**src/rtl/gray_counter.sv**
```systemverilog
// gray_counter: synchronous WIDTH-bit Gray-code counter.
// Counts up or down, supports parallel load of a binary value, and flags
// terminal count (TC, combinational) and wrap-around (WRAP, registered pulse).
// Optional feature macro: GRAY_BIN_OUT_EN adds the registered binary output BIN.
// The counter state is held in binary; GRAY is re-encoded from the next binary
// value on the same edge, so no input reaches GRAY/BIN without a register.
module gray_counter #(
    parameter int               WIDTH     = 4,
    parameter logic [WIDTH-1:0] RESET_BIN = '0
) (
    input  logic             clk,
    input  logic             rst,
    input  logic             EN,
    input  logic             UP,
    input  logic             LOAD,
    input  logic [WIDTH-1:0] LOAD_BIN,
    output logic [WIDTH-1:0] GRAY,
    output logic             TC,
    output logic             WRAP
`ifdef GRAY_BIN_OUT_EN
    ,
    output logic [WIDTH-1:0] BIN
`endif
);

    // Binary -> reflected Gray code.
    function automatic logic [WIDTH-1:0] to_gray(input logic [WIDTH-1:0] b);
        return b ^ (b >> 1);
    endfunction

    logic [WIDTH-1:0] count;
    logic [WIDTH-1:0] next_count;
    logic             at_max;
    logic             at_min;

    assign at_max = (count == '1);
    assign at_min = (count == '0);

    // Terminal count: the enabled step about to leave the range end.
    always_comb begin
        TC = EN & ((UP & at_max) | (~UP & at_min));
    end

    // Next binary value with priority LOAD > EN > hold (reset handled in the register).
    always_comb begin
        next_count = count;
        if (LOAD) begin
            next_count = LOAD_BIN;
        end else if (EN) begin
            if (UP) begin
                next_count = count + 1'b1;
            end else begin
                next_count = count - 1'b1;
            end
        end
    end

    // State, Gray output and wrap pulse; reset discards any in-flight step.
    always_ff @(posedge clk) begin
        if (rst) begin
            count <= RESET_BIN;
            GRAY  <= to_gray(RESET_BIN);
            WRAP  <= 1'b0;
        end else begin
            count <= next_count;
            GRAY  <= to_gray(next_count);
            // A load always clears the pulse; an enabled step at TC wraps.
            WRAP  <= ~LOAD & TC;
        end
    end

`ifdef GRAY_BIN_OUT_EN
    assign BIN = count;
`endif

endmodule

```
**config.mk**
```make
export PLATFORM = sky130hd
export DESIGN_NAME = gray_counter
export DESIGN_NICKNAME = d
export VERILOG_FILES = /design/src/rtl/gray_counter.sv
export SDC_FILE = /design/constraint.sdc
export NUM_CORES = 1
export LEC_CHECK = 0
export CELL_PAD_IN_SITES_DETAIL_PLACEMENT = 2
export CELL_PAD_IN_SITES_GLOBAL_PLACEMENT = 2
export CORE_UTILIZATION = 25
export DETAILED_ROUTE_END_ITERATION = 12
export PLACE_DENSITY_LB_ADDON = 0.1
export SYNTH_ARGS = -nofsm -noshare
export SYNTH_HDL_FRONTEND = slang
export SYNTH_SLANG_ARGS = --single-unit
```
**constraint.sdc**
```tcl
create_clock -name clk -period 2.2 [get_ports clk]
set_input_delay 0.44 -clock clk [delete_from_list [all_inputs] [get_ports clk]]
set_output_delay 0.44 -clock clk [all_outputs]
set_load 0.005 [all_outputs]
```
==> impl_results.rst, run 1 <==
.. list-table::
   :header-rows: 1

   * - Metric
     - Value
   * - RSZ-0062 raised after global routing
     - false
   * - Synthesis-stage register bit count
     - 8
   * - Number of design rule violations left after detail routing
     - 0
   * - Top cell type's share of synthesized area
     - 32.32%
   * - Cell Chain, Critical Path
     - dlygate4sd2_1 -> or4_1 -> nor2_1 -> o21a_1 -> dlygate4sd2_1
   * - Crit share post-route
     - 91.05%
   * - Number of setup buffers added after CTS
     - 0
   * - Vias in the first global route
     - 490
   * - Count of placed standard cells in the final layout, fillers left out
     - 101
   * - Max-slew violation count
     - 0
   * - Area of the core
     - 1783 µm²
   * - Combined buffer and inverter count along the critical path
     - 2
   * - Crit Path Category
     - in -> out
   * - Post-layout net count
     - 90
   * - Worst Reg2Reg Path Length in Cells
     - 6
   * - Most area-hungry cell type in the Yosys netlist
     - sky130_fd_sc_hd__dfxtp_1
   * - First-pass GRT wire length
     - 2339 µm
   * - Hold violation count in the final report
     - 0
   * - Global-route usage over all layers
     - 16.57%
   * - Finish-stage setup viols
     - 0
   * - Initial cell density of the core
     - 27.79%
   * - Worst R2R Start
     - count[0]
   * - Number of CTS-inserted buffers
     - 3
   * - Top-count cell post-synth
     - sky130_fd_sc_hd__dfxtp_1
   * - Post-Synthesis Cell Area
     - 495.5 µm²
   * - IR Drop Worst-Case VDD
     - 0.3020 mV
   * - Tightest slew margin relative to the limit
     - 76.16%
   * - Max Clock Skew
     - 0.6428 ps
   * - Initial antenna violation count
     - 0
   * - Post-layout total power
     - 421.3 µW
   * - Number of diodes added for antenna fixing
     - 0
   * - Maximum net fanout on the critical path
     - 4
   * - Fraction of registers with async set/reset
     - 0%
   * - Vertical extent of the die
     - 46.52 µm
   * - Placed cell count
     - 98
   * - Total number of clock tree sinks
     - 8
   * - Main flop type after synthesis
     - sky130_fd_sc_hd__dfxtp_1
   * - Cell with the biggest individual delay on the critical path
     - sky130_fd_sc_hd__or4_1
   * - Layout cells sized above 1
     - 18.42%
   * - Critical hold path startpoint
     - GRAY[3]
   * - Mapped Avg Cell Area
     - 9.175 µm²
   * - Hold depth
     - 2
   * - PwrDens
     - 578.5 nW/µm²
   * - TritonCTS clock tree
     - built
   * - Average wire per cell in the routed design
     - 14.25 µm
   * - Final critical-path setup slack
     - 196.9 ps
   * - Synthesized-area fraction occupied by adder cells
     - 9.091%
   * - Worst hold path endpoint
     - GRAY[3]
   * - Critical Path AT
     - 1560 ps
   * - Share of synthesized cell area in and, or, nand and nor gates
     - 22.98%
   * - Reg-to-reg slack, setup
     - 320 ps
   * - Cell repeated most along the worst path
     - sky130_fd_sc_hd__dlygate4sd2_1
   * - Number of buffers added on ports
     - 14
   * - Startpoint types
     - input port
   * - Via count of the routed design
     - 494
   * - Master cell of the clock root buffer
     - sky130_fd_sc_hd__clkbuf_4
   * - Maximum capacitance violations
     - 0
   * - Combinational family with the most area after synthesis
     - simple AND/OR/NAND/NOR gates
   * - Antenna Violating Nets Remaining
     - 0
   * - Final global-route overflow total
     - 0
   * - Cells after Synth
     - 54
   * - First-pass DRT Iterations
     - 4
   * - WL final
     - 1439 µm
   * - Top cells by area, synth
     - sky130_fd_sc_hd__dfxtp_1 32%, sky130_fd_sc_hd__mux2i_1 6.1%, sky130_fd_sc_hd__nor2_1 5.3%, sky130_fd_sc_hd__ha_1 5.1%, sky130_fd_sc_hd__fa_1 4.0%
   * - Post-route cell area
     - 728.2 µm²
   * - Final period demand of the worst path
     - 2003 ps
   * - Pin slew with the least headroom to its limit
     - 347.7 ps
   * - Yosys warns
     - 0
   * - Critical path endpoint category
     - output pin
   * - Post-CTS clock slew at the launch and capture registers of the worst setup and hold paths
     - 50 ps
   * - Achievable Freq
     - 499.2 MHz
   * - IO Count
     - 15
   * - Mux cell area share after synthesis
     - 8.333%
   * - Maximum number of pins on one net before global-route repair
     - 11
   * - Capture instance of the worst register-to-register path
     - GRAY[1]
   * - Post-synth EDFFs
     - 0
   * - Depth of the CTS H-tree
     - 1
   * - Distinct cell type count of the synthesized netlist
     - 31
   * - Post-Place Setup Slack
     - -279.9 ps
   * - Cell types with the highest counts after synthesis
     - 8 x sky130_fd_sc_hd__dfxtp_1, 7 x sky130_fd_sc_hd__nor2_1, 3 x sky130_fd_sc_hd__inv_1, 3 x sky130_fd_sc_hd__mux2i_1
   * - Worst skew pair latency
     - 260 ps
   * - DIE WIDTH
     - 46.52 µm
   * - Leakage component of the power
     - 0.3270 nW
   * - Cell family with the largest share of critical-path delay
     - buffers and inverters
   * - Die Area
     - 2164 µm²
   * - CP peak stage delay
     - 400 ps
   * - Nets in the synthesized netlist
     - 66
   * - Share of the synthesized netlist area taken by xor and xnor gates
     - 5.303%
   * - Synth Area in Compound Gates
     - 15.66%
   * - Via count normalized by instance count
     - 4.891
   * - Clock Path Buffers
     - 2
   * - Number of rows in the core area
     - 15
   * - Synth-to-layout area growth
     - 46.97%
   * - First DRT Iteration DRCs
     - 3
   * - Detailed Place HPWL
     - 1080 µm
   * - Cell area after placement
     - 706.9 µm²
   * - Routability-driven placement congestion ratio
     - 0.7334
   * - Share of the yosys chip area belonging to registers
     - 32.32%
   * - Worst path required time
     - 1760 ps
   * - Result of the run
     - complete, no violations
   * - Path class of the lowest-slack min-delay path
     - reg -> reg
## power by group
group | leakage (nW) | switching (mW) | internal, mW
registers | 0.0666 | 0.00901 | 0.160
clock network | 0.0138 | 0.0542 | 0.0627
logic | 0.247 | 0.0576 | 0.0778
total | 0.327 | 0.121 | 0.301
## what timing repair did
| action | in CTS | in global routing |
|---|---|---|
| hold buffers | 0 | 0 |
| resized for setup | 3 | 0 |
| hold endpoints to repair | 0 | 0 |
| setup endpoints to repair | 2 | 0 |
## registers in the layout (all words and copies together), names as in the netlist
name	count
count	3
GRAY	4
WRAP	1
## worst max path at each step
stage	startpoint	end	slack, ps	cells after the start
2_1_floorplan	UP	GRAY[1]	400	6
3_3_place_gp	UP	GRAY[1]	-270	7
3_5_place_dp	UP	TC	-280	5
4_1_cts	count[2]	TC	180	4
5_1_grt	count[2]	TC	40	4
6_report	UP	TC	200	5
## placed cells by master, fill, tap and decap left out, types with 2 or more instances in the layout
| cell type | instances |
|---|---|
| sky130_fd_sc_hd__mux2i_1 | 3 |
| sky130_fd_sc_hd__dlygate4sd2_1 | 2 |
| sky130_fd_sc_hd__nor2_1 | 7 |
| sky130_fd_sc_hd__or3_1 | 2 |
| sky130_fd_sc_hd__clkbuf_4 | 3 |
| sky130_fd_sc_hd__clkdlybuf4s50_1 | 12 |
| sky130_fd_sc_hd__a21oi_1 | 2 |
| sky130_fd_sc_hd__xnor2_1 | 2 |
| sky130_fd_sc_hd__nor3b_1 | 2 |
| sky130_fd_sc_hd__ha_1 | 2 |
| sky130_fd_sc_hd__dfxtp_1 | 7 |
| sky130_fd_sc_hd__inv_1 | 3 |
| sky130_fd_sc_hd__buf_4 | 8 |
## stage by stage
stage	setup TNS, ps	hold WS (ps)	utilization [%]
3_5_place_dp	-1292	803.9	39.65
5_1_grt	0	858.8	40.84
2_1_floorplan	0	509.1	-
4_1_cts	0	815.5	40.84
6_report	0	808.2	40.84
3_3_place_gp	-1192	786.0	39.65
## tightest hold or removal path: stages, from the launching register on
cell                      delay [ps]
sky130_fd_sc_hd__dfxtp_1         450
sky130_fd_sc_hd__a22oi_1         150
sky130_fd_sc_hd__a31oi_1         170
## logic make-up after synthesis
| family | after synthesis |
|---|---|
| AND/OR/NAND/NOR | 19 |
| AO/OA/AOI/OAI | 11 |
| flip-flops | 8 |
| buffers and inverters | 6 |
| multiplexers | 4 |
| XOR/XNOR | 3 |
| adder cells (fa/ha/maj) | 3 |
## routing by layer
layer	global-route usage, %	vias up	wire length (µm)
met4	5.294	0	9
met1	19.81	238	671
met3	7.059	2	60
met2	26.39	14	697
li1	-	240	-
met5	0	-	0
## layout make-up
class / count / area (µm²)
fill: 209 / 1055
multi-input combinational: 40 / 304.0
tap: 25 / 31.28
clock buffer: 3 / 22.52
inverter: 3 / 11.26
timing repair buffer: 22 / 197.7
sequential: 8 / 161.4
No activity file was read; power rests on OpenSTA's default activity.
==> run 2: changes to the inputs <==
--- a/config.mk
+++ b/config.mk
@@ -5,9 +5,10 @@
 export SDC_FILE = /design/constraint.sdc
 export NUM_CORES = 1
 export LEC_CHECK = 0
+export ABC_AREA = 1
 export CELL_PAD_IN_SITES_DETAIL_PLACEMENT = 2
 export CELL_PAD_IN_SITES_GLOBAL_PLACEMENT = 2
-export CORE_UTILIZATION = 25
+export CORE_UTILIZATION = 23
 export DETAILED_ROUTE_END_ITERATION = 12
 export PLACE_DENSITY_LB_ADDON = 0.1
 export SYNTH_ARGS = -nofsm -noshare
==> run 2 against run 1 <==
Sequential power hardly changed. Critical path depth up 2. Synthesized area down 0.76%. Non-clock buffer count decreased by 4. Global-route usage shrank 2.0 points. Flip-flop and latch count stayed put. Critical path type unchanged. Highest routed layer is now met3.
==> impl_results.rst, run 2 <==
.. list-table::
   :header-rows: 1

   * - Metric
     - Value
   * - Mapped Avg Cell Area
     - 6.829 µm²
   * - IR Drop Worst-Case VDD
     - 0.3234 mV
   * - Finish-stage setup viols
     - 0
   * - Top cell type's share of synthesized area
     - 32.57%
   * - Count of placed standard cells in the final layout, fillers left out
     - 119
   * - Maximum net fanout on the critical path
     - 5
   * - First-pass DRT Iterations
     - 2
   * - Biggest register
     - GRAY
   * - Number of buffers added on ports
     - 14
   * - Top cells by area, synth
     - sky130_fd_sc_hd__dfxtp_1 33%, sky130_fd_sc_hd__nand2_1 16%, sky130_fd_sc_hd__inv_1 7.6%, sky130_fd_sc_hd__nand3_1 7.1%, sky130_fd_sc_hd__nor2_1 6.9%
   * - CP peak stage delay
     - 480 ps
   * - Most common library cell in the layout ignoring fill and taps
     - sky130_fd_sc_hd__nand2_1
   * - Antenna Violating Nets Remaining
     - 0
   * - First DRT Iteration DRCs
     - 2
   * - Average wire per cell in the routed design
     - 11.27 µm
   * - Worst skew pair latency
     - 260 ps
   * - Maximum capacitance violations
     - 0
   * - Vertical extent of the die
     - 48.24 µm
   * - Via count normalized by instance count
     - 4.378
   * - Hold depth
     - 4
   * - Final global-route overflow total
     - 0
   * - Number of diodes added for antenna fixing
     - 0
   * - Worst Reg2Reg Path Length in Cells
     - 7
   * - Initial cell density of the core
     - 24.81%
   * - DIE WIDTH
     - 48.24 µm
   * - Depth of the CTS H-tree
     - 1
   * - RSZ-0062 raised after global routing
     - false
   * - Via count of the routed design
     - 521
   * - Post-synth EDFFs
     - 0
   * - Global-route usage over all layers
     - 14.61%
   * - Post-layout net count
     - 106
   * - Synthesis-stage register bit count
     - 8
   * - WL final
     - 1341 µm
   * - Hold violation count in the final report
     - 0
   * - PwrDens
     - 581.5 nW/µm²
   * - Distinct cell type count of the synthesized netlist
     - 18
   * - Final worst hold slack
     - 717.9 ps
   * - Fraction of registers with async set/reset
     - 0%
   * - Met1 Usage GRT
     - 18.26%
   * - Crit Path Category
     - in -> out
   * - Layout cells sized above 1
     - 17.39%
   * - Worst hold path endpoint
     - count[1]
   * - Vias in the first global route
     - 514
   * - Capture instance of the worst register-to-register path
     - GRAY[2]
   * - Yosys warns
     - 0
   * - Initial antenna violation count
     - 0
   * - Master cell of the clock root buffer
     - sky130_fd_sc_hd__clkbuf_4
   * - Max Clock Skew
     - 6.103 ps
   * - Number of setup buffers added after CTS
     - 0
   * - Achievable Freq
     - 491.7 MHz
   * - Cell Chain, Critical Path
     - dlygate4sd2_1 -> inv_2 -> nand3_1 -> o21ai_0 -> nand2_1 -> inv_1 -> clkdlybuf4s50_1
   * - Critical hold path startpoint
     - count[1]
   * - Critical path endpoint category
     - output pin
   * - Routability-driven placement congestion ratio
     - 0.6956
   * - Cells after Synth
     - 72
   * - Met2 track demand over resource
     - 22.93%
   * - Result of the run
     - complete, no violations
   * - Clock Path Buffers
     - 2
   * - Cell with the biggest individual delay on the critical path
     - sky130_fd_sc_hd__clkdlybuf4s50_1
   * - First-pass GRT wire length
     - 2228 µm
   * - Tightest slew margin relative to the limit
     - 78.86%
   * - Final period demand of the worst path
     - 2034 ps
   * - Number of CTS-inserted buffers
     - 3
   * - Pin slew with the least headroom to its limit
     - 316.2 ps
   * - Critical Path AT
     - 1590 ps
   * - Most area-hungry cell type in the Yosys netlist
     - sky130_fd_sc_hd__dfxtp_1
   * - Layer carrying the most global-route usage
     - met2
   * - CTS resizes
     - 2
   * - Post-cts hold buffer count
     - 0
   * - Met3 track demand over resource
     - 6.667%
   * - Worst R2R Start
     - count[0]
   * - Leakage component of the power
     - 0.3395 nW
   * - Placed cell count
     - 116
   * - Final core occ
     - 35.80%
   * - Area of the core
     - 1982 µm²
   * - Post-CTS clock slew at the launch and capture registers of the worst setup and hold paths
     - 60 ps
   * - IO Count
     - 15
   * - TritonCTS clock tree
     - built
   * - Reg-to-reg slack, setup
     - 600 ps
   * - Die Area
     - 2327 µm²
   * - Detailed Place HPWL
     - 1127 µm
   * - Total number of clock tree sinks
     - 8
   * - Worst path required time
     - 1760 ps
   * - Startpoint types
     - input port
   * - Number of rows in the core area
     - 16
   * - Crit share post-route
     - 92.45%
   * - Post-Synthesis Cell Area
     - 491.7 µm²
   * - Share of the yosys chip area belonging to registers
     - 32.57%
   * - Flip-flop count of the largest register after layout
     - 4
   * - Maximum number of pins on one net before global-route repair
     - 7
   * - Main flop type after synthesis
     - sky130_fd_sc_hd__dfxtp_1
   * - Top-count cell post-synth
     - sky130_fd_sc_hd__nand2_1
   * - Max-slew violation count
     - 0
   * - Number of design rule violations left after detail routing
     - 0
   * - Nets in the synthesized netlist
     - 84
   * - Highest-count cells in the layout ignoring fill and taps
     - 21 x sky130_fd_sc_hd__nand2_1, 13 x sky130_fd_sc_hd__clkdlybuf4s50_1, 9 x sky130_fd_sc_hd__nor2_1, 9 x sky130_fd_sc_hd__inv_1, 8 x sky130_fd_sc_hd__dfxtp_1
   * - Synth-to-layout area growth
     - 44.27%
   * - Cell types with the highest counts after synthesis
     - 21 x sky130_fd_sc_hd__nand2_1, 10 x sky130_fd_sc_hd__inv_1, 9 x sky130_fd_sc_hd__nor2_1, 8 x sky130_fd_sc_hd__dfxtp_1, 7 x sky130_fd_sc_hd__nand3_1
   * - Registers with the most flip-flops
     - GRAY x4, count x3, WRAP x1
   * - Path class of the lowest-slack min-delay path
     - reg -> reg
-- run 2: how the worst max path moves through the flow --
stage / start / to / slack (ps) / cells after the start
final: UP / TC / 170 / 7
after global routing: count[0] / TC / 40 / 5
after CTS: count[0] / TC / 140 / 5
after detailed placement: UP / TC / -120 / 7
after global placement: UP / TC / -60 / 7
after floorplan: UP / GRAY[2] / 620 / 9
-- run 2: layer usage --
| metal | part of all wire [%] | wire length, µm |
|---|---|---|
| met3 | 6.0 | 80 |
| met2 | 47 | 634 |
| met4 | 0 | 0 |
| met1 | 47 | 627 |
| met5 | 0 | 0 |
-- run 2: final cells by class --
cell class | count | area, µm²
fillers | 241 | 1272
multi-input cells | 53 | 286.5
repair buffers | 18 | 168.9
flip-flops and latches | 8 | 160.2
inverters | 10 | 37.54
well taps | 27 | 33.78
clock buffers | 3 | 22.52
-- run 2: cell families after synthesis --
group                    count (synthesis)  share of synthesized area [%]
XOR/XNOR                                 1                          1.781
AND/OR/NAND/NOR                         43                          38.93
adder cells (fa/ha/maj)                  3                          9.160
flip-flops                               8                          32.57
AO/OA/AOI/OAI                            6                          8.397
buffers and inverters                   11                          9.162
-- run 2: through the flow --
stage	TNS, ps	total power, mW	instance area [µm²]	worst slack [ps]
after floorplan	0	0.2399	491.7	620.4
after global placement	-131.0	0.3002	688.2	-63.71
after detailed placement	-390.1	0.3047	688.2	-115.2
after CTS	0	0.4177	709.4	144.9
after global routing	0	0.4445	709.4	35.18
final	0	0.4125	709.4	166.1
-- run 2: where the power goes --
part	switching, mW	leakage (nW)	internal [mW]
clock network	0.0515	0.0138	0.0625
logic	0.0607	0.259	0.0668
registers	0.0118	0.0665	0.159
-- run 2: critical path, delay by kind of cell --
| kind | cells | cell delay [ps] |
|---|---|---|
| compound gates | 1 | 70 |
| buf+inv | 4 | 920 |
| simple gates | 2 | 170 |
==> run 3: changes to the inputs <==
--- a/config.mk
+++ b/config.mk
@@ -10,7 +10,7 @@
 export CELL_PAD_IN_SITES_GLOBAL_PLACEMENT = 2
 export CORE_UTILIZATION = 23
 export DETAILED_ROUTE_END_ITERATION = 12
-export PLACE_DENSITY_LB_ADDON = 0.1
+export PLACE_DENSITY = 0.77
 export SYNTH_ARGS = -nofsm -noshare
 export SYNTH_HDL_FRONTEND = slang
 export SYNTH_SLANG_ARGS = --single-unit
==> run 3 against run 2 <==
Routed wire length rose by 0.52%. Largest cell class unchanged. Via count grew 1.7%. Die area is the same. Maximum frequency rose by 21%. Largest power group unchanged. Clock skew down 6.0 ps. Combinational power about the same. Highest routed layer unchanged. Utilization rose by 0.19 points.
==> impl_results.rst, run 3 (synthesis gave the netlist of run 2 again) <==
.. list-table::
   :header-rows: 1

   * - Metric
     - Value
   * - Post-route cell area
     - 713.2 µm²
   * - Cell Chain, Critical Path
     - dlygate4sd2_1 -> inv_2 -> fa_1 -> nand2_1 -> nand3_1 -> a21oi_1 -> nor2_1 -> nand3_1 -> nand2_1
   * - Post-cts hold buffer count
     - 0
   * - Achievable Freq
     - 597.4 MHz
   * - Final worst hold slack
     - 722.6 ps
   * - Via count normalized by instance count
     - 4.454
   * - Post-layout net count
     - 106
   * - Worst skew pair latency
     - 250 ps
   * - Number of diodes added for antenna fixing
     - 0
   * - Post-layout total power
     - 409.2 µW
   * - Cell with the biggest individual delay on the critical path
     - sky130_fd_sc_hd__fa_1
   * - Worst Reg2Reg Path Length in Cells
     - 8
   * - IO Count
     - 15
   * - Maximum capacitance violations
     - 0
   * - Initial cell density of the core
     - 24.81%
   * - Depth of the CTS H-tree
     - 1
   * - CP peak stage delay
     - 440 ps
   * - Antenna Violating Nets Remaining
     - 0
   * - Number of rows in the core area
     - 16
   * - Combinational fraction of design power
     - 30.6%
   * - Pin slew with the least headroom to its limit
     - 318.7 ps
   * - PwrDens
     - 573.8 nW/µm²
   * - Switching share of power
     - 29.63%
   * - Number of setup buffers added after CTS
     - 0
   * - Clock Path Buffers
     - 2
   * - Finish-stage setup viols
     - 0
   * - Sequential Power Share
     - 41.9%
   * - Hold violation count in the final report
     - 0
   * - Via count of the routed design
     - 530
   * - Count of placed standard cells in the final layout, fillers left out
     - 119
   * - Power share of the clock group
     - 27.5%
   * - Worst hold path endpoint
     - count[1]
   * - Hold depth
     - 4
   * - WL final
     - 1348 µm
   * - Maximum net fanout on the critical path
     - 4
   * - Average wire per cell in the routed design
     - 11.33 µm
   * - Flip-flop count of the largest register after layout
     - 4
   * - Registers with the most flip-flops
     - GRAY x4, count x3, WRAP x1
   * - Final core occ
     - 35.98%
   * - Die Area
     - 2327 µm²
   * - Max-slew violation count
     - 0
   * - Vias in the first global route
     - 572
   * - Global-route usage over all layers
     - 14.30%
   * - Total number of clock tree sinks
     - 8
   * - Post-CTS clock slew at the launch and capture registers of the worst setup and hold paths
     - 50 ps
   * - Layout cells sized above 1
     - 18.48%
   * - Internal cell power
     - 288.0 µW
   * - Final critical-path setup slack
     - 526.0 ps
   * - First-pass DRT Iterations
     - 1
   * - Aggregate negative setup slack
     - 0 ps
   * - Cell area after placement
     - 688.2 µm²
   * - Final period demand of the worst path
     - 1674 ps
   * - Area of the core
     - 1982 µm²
   * - Leakage component of the power
     - 0.3570 nW
   * - Detailed Place HPWL
     - 1159 µm
   * - Critical hold path startpoint
     - count[1]
   * - Path class of the lowest-slack min-delay path
     - reg -> reg
   * - Startpoint types
     - input port
   * - Initial antenna violation count
     - 0
   * - Maximum number of pins on one net before global-route repair
     - 7
   * - Biggest register
     - GRAY
   * - Worst R2R Start
     - count[2]
   * - Max Clock Skew
     - 0.1410 ps
   * - DIE WIDTH
     - 48.24 µm
   * - Crit share post-route
     - 76.09%
   * - Highest-count cells in the layout ignoring fill and taps
     - 21 x sky130_fd_sc_hd__nand2_1, 12 x sky130_fd_sc_hd__clkdlybuf4s50_1, 9 x sky130_fd_sc_hd__nor2_1, 9 x sky130_fd_sc_hd__inv_1
   * - First DRT Iteration DRCs
     - 0
   * - IR Drop Worst-Case VDD
     - 0.2616 mV
   * - Result of the run
     - complete, no violations
   * - First-pass GRT wire length
     - 2270 µm
   * - Capture instance of the worst register-to-register path
     - GRAY[2]
   * - Master cell of the clock root buffer
     - sky130_fd_sc_hd__clkbuf_4
   * - RSZ-0062 raised after global routing
     - false
   * - Routability-driven placement congestion ratio
     - 0.7251
   * - Number of design rule violations left after detail routing
     - 0
   * - Synth-to-layout area growth
     - 45.04%
   * - Post-Place Setup Slack
     - -138.2 ps
   * - Crit Path Category
     - in -> reg
   * - Worst path required time
     - 2350 ps
   * - Total net switching power
     - 121.2 µW
   * - Number of CTS-inserted buffers
     - 3
   * - Final global-route overflow total
     - 0
   * - Number of buffers added on ports
     - 14
   * - TritonCTS clock tree
     - built
   * - Critical Path AT
     - 1820 ps
   * - Tightest slew margin relative to the limit
     - 78.69%
   * - Most common library cell in the layout ignoring fill and taps
     - sky130_fd_sc_hd__nand2_1
   * - Reg-to-reg slack, setup
     - 680 ps
   * - Critical path endpoint category
     - flop
   * - Placed cell count
     - 116
   * - Vertical extent of the die
     - 48.24 µm
[run 3: cell types whose count changed in the layout (fill, tap and decap cells not counted), sizes merged]
cell,delta
dlymetal6s2s,+1
clkdlybuf4s50,-1
[run 3: power by group through the flow]
stage | Combinational [mW] | Sequential (mW) | Clock (mW)
final | 0.125 | 0.171 | 0.113
after global routing | 0.143 | 0.173 | 0.129
after CTS | 0.129 | 0.172 | 0.119
after detailed placement | 0.128 | 0.175 | 0
after global placement | 0.125 | 0.174 | 0
after floorplan | 0.0674 | 0.173 | 0
[run 3: worst max-delay path: cells and delay by family]
family          cells  cell delay [ps]
compound gates      1              180
fa+ha+maj           1              440
simple gates        5              420
buf+inv             2              330
[run 3: timing repair]
action | 4_1_cts | 5_1_grt
pin swaps | 0 | 0
setup endpoints to repair | 1 | 1
gates resized for setup | 2 | 2
[run 3: area by class of cell]
| cell class | count | area (µm²) |
|---|---|---|
| inverter | 10 | 37.54 |
| tap | 27 | 33.78 |
| fill | 240 | 1269 |
| multi-input combinational | 53 | 286.5 |
| clock buffer | 3 | 22.52 |
| sequential | 8 | 161.4 |
| timing repair buffer | 18 | 171.4 |
[run 3: how the worst max path moves through the flow]
stage,startpoint,end,cells past startpoint
after global routing,UP,TC,7
after CTS,count[0],TC,5
after detailed placement,UP,TC,7
final,UP,GRAY[2],9
after global placement,UP,TC,7
after floorplan,UP,GRAY[2],9
[run 3: layer usage]
metal  wire (µm)  global-route usage, %  vias up
li1            -                      -      264
met1         569                  15.56      254
met2         709                  25.87       12
met3          69                  5.556        0
met4           0                  3.333        0
met5           0                      0        -
==> edit, RTL diff (config.mk and constraints of run 3) <==
Set the parameter `WIDTH` to 6 (it was 4).
--- a/src/rtl/gray_counter.sv
+++ b/src/rtl/gray_counter.sv
@@ -5,7 +5,7 @@
 // The counter state is held in binary; GRAY is re-encoded from the next binary
 // value on the same edge, so no input reaches GRAY/BIN without a register.
 module gray_counter #(
-    parameter int               WIDTH     = 4,
+    parameter int               WIDTH     = 6,
     parameter logic [WIDTH-1:0] RESET_BIN = '0
 ) (
     input  logic             clk,
Ports: changed (resized GRAY and LOAD_BIN); port bits go from 15 to 19. No check against the original RTL was run, so the function may have changed too.
==> edit against run 3 <==
Combinational power grew 62%. Sequential power grew 49%. Routed wire length grew 75%. Total power grew 45%. Cell area grew 48%. Register-to-register slack lost 300 ps. Die area grew 55%. Synthesized area grew 58%. Sequential cell count grew 4. Setup slack lost 400 ps. Via count grew 47%. Largest cell class unchanged.
==> edit: results <==
[layout]
drive_gt1_share_pct = 20.6
final_cells = 175
top_regs = "GRAY (6), count (5), WRAP (1)"
antennaDiodeCount = 0
fillers = 394
nets = 149
final_util_pct = 33.8

[clocking]
cts.reportedPaths.clkPinSlew_ps = 70
clk_latency_ps = 270

[pwr]
p_leak_nw = 0.482
vdd.ir_drop.worst_uv = 263
switching_share_pct = 32.3

[setup_path]
critPathMaxStageDelay_ps = 490
endpoint = "TC"
cp_slowest_cell = "clkdlybuf4s50_1"
r2r-end = "GRAY[3]$_SDFF_PP0_"
r2r_setup_slack_ps = 380
crit_arrival_ps = 1640
cp_max_fo = 5
critical_path_class = "flop to output port"
startpoint = "count[0]$_SDFF_PP0_"
worstReg2RegStart = "count[0]$_SDFF_PP0_"
cp_top_family = "buffers and inverters"
rr_worst_depth = 10

[hold_path]
min_to = "GRAY[5]$_SDFF_PP0_"
min-delay-start = "GRAY[5]$_SDFF_PP0_"

[global_routing]
grt.met2_usage_pct = 27.3
use_met3_pct = 2.16
grt_pass1_vias = 847
track_usage_pct = 15.2
grt_pass1_wl_um = 3960
grt.met1_usage_pct = 18.3
grt_max_degree = 9

[place]
dpl_worst_slack_ps = -268
dp_hpwl_um = 1970
io_buffers = 18
place_inst = 172
place_area_um2 = 1020
gp_congestion = 0.898

[route]
dr_wl_met3_um = 46
dr.first_iter.drc_count = 9
wire_per_inst_um = 13.5
maxUsedRoutingLayer = "met4"
wl_met1_um = 1060
vias_per_cell = 4.45
wl_met2_um = 1240
drtPass1Iterations = 4

[sta]
whs_ps = 700
min_period_ps = 2080
fin_skew_ps = 3.49
tightest_slew_ps = 456

[yosys]
yosysSeqAreaShare_pct = 30.9
synth_cell_types = 27
syn-instance-count = 107
netlist_top_cells_area = "dfxtp_1 31%, nand2_1 13%, inv_1 6.8%"
synth_common_cells = "27 x nand2_1, 14 x inv_1, 12 x dfxtp_1, 8 x nand3_1"
synth_nets = 123

[outcome]
outcome = "finished, final reports clean"

[floorplan]
start_util_pct = 24.8
edit: kinds of logic after synthesis:
kind of cell | synth area share, %
AND/OR/NAND/NOR | 30.0
buffers and inverters | 12.4
AO/OA/AOI/OAI | 15.5
flip-flops | 30.9
adder cells (fa/ha/maj) | 9.02
XOR/XNOR | 2.25
edit: power by group through the flow:
stage / combinational [mW] / sequential, mW / clock, mW
finish: 0.203 / 0.254 / 0.134
CTS: 0.206 / 0.254 / 0.138
global route: 0.229 / 0.257 / 0.150
floorplan: 0.118 / 0.255 / 0
detailed placement: 0.204 / 0.259 / 0
global placement: 0.194 / 0.257 / 0
edit: layout make-up:
type / count / share of cell area, %
multi-input combinational: 76 / 42.4
clock buffer: 3 / 2.13
timing repair buffer: 25 / 21.5
tap: 44 / 5.21
inverter: 15 / 5.33
sequential: 12 / 23.4
edit: what timing repair did:
action	CTS	global route
setup endpoints to repair	1	1
buffers inserted	0	0
pin swaps	0	0
gates resized for setup	3	8
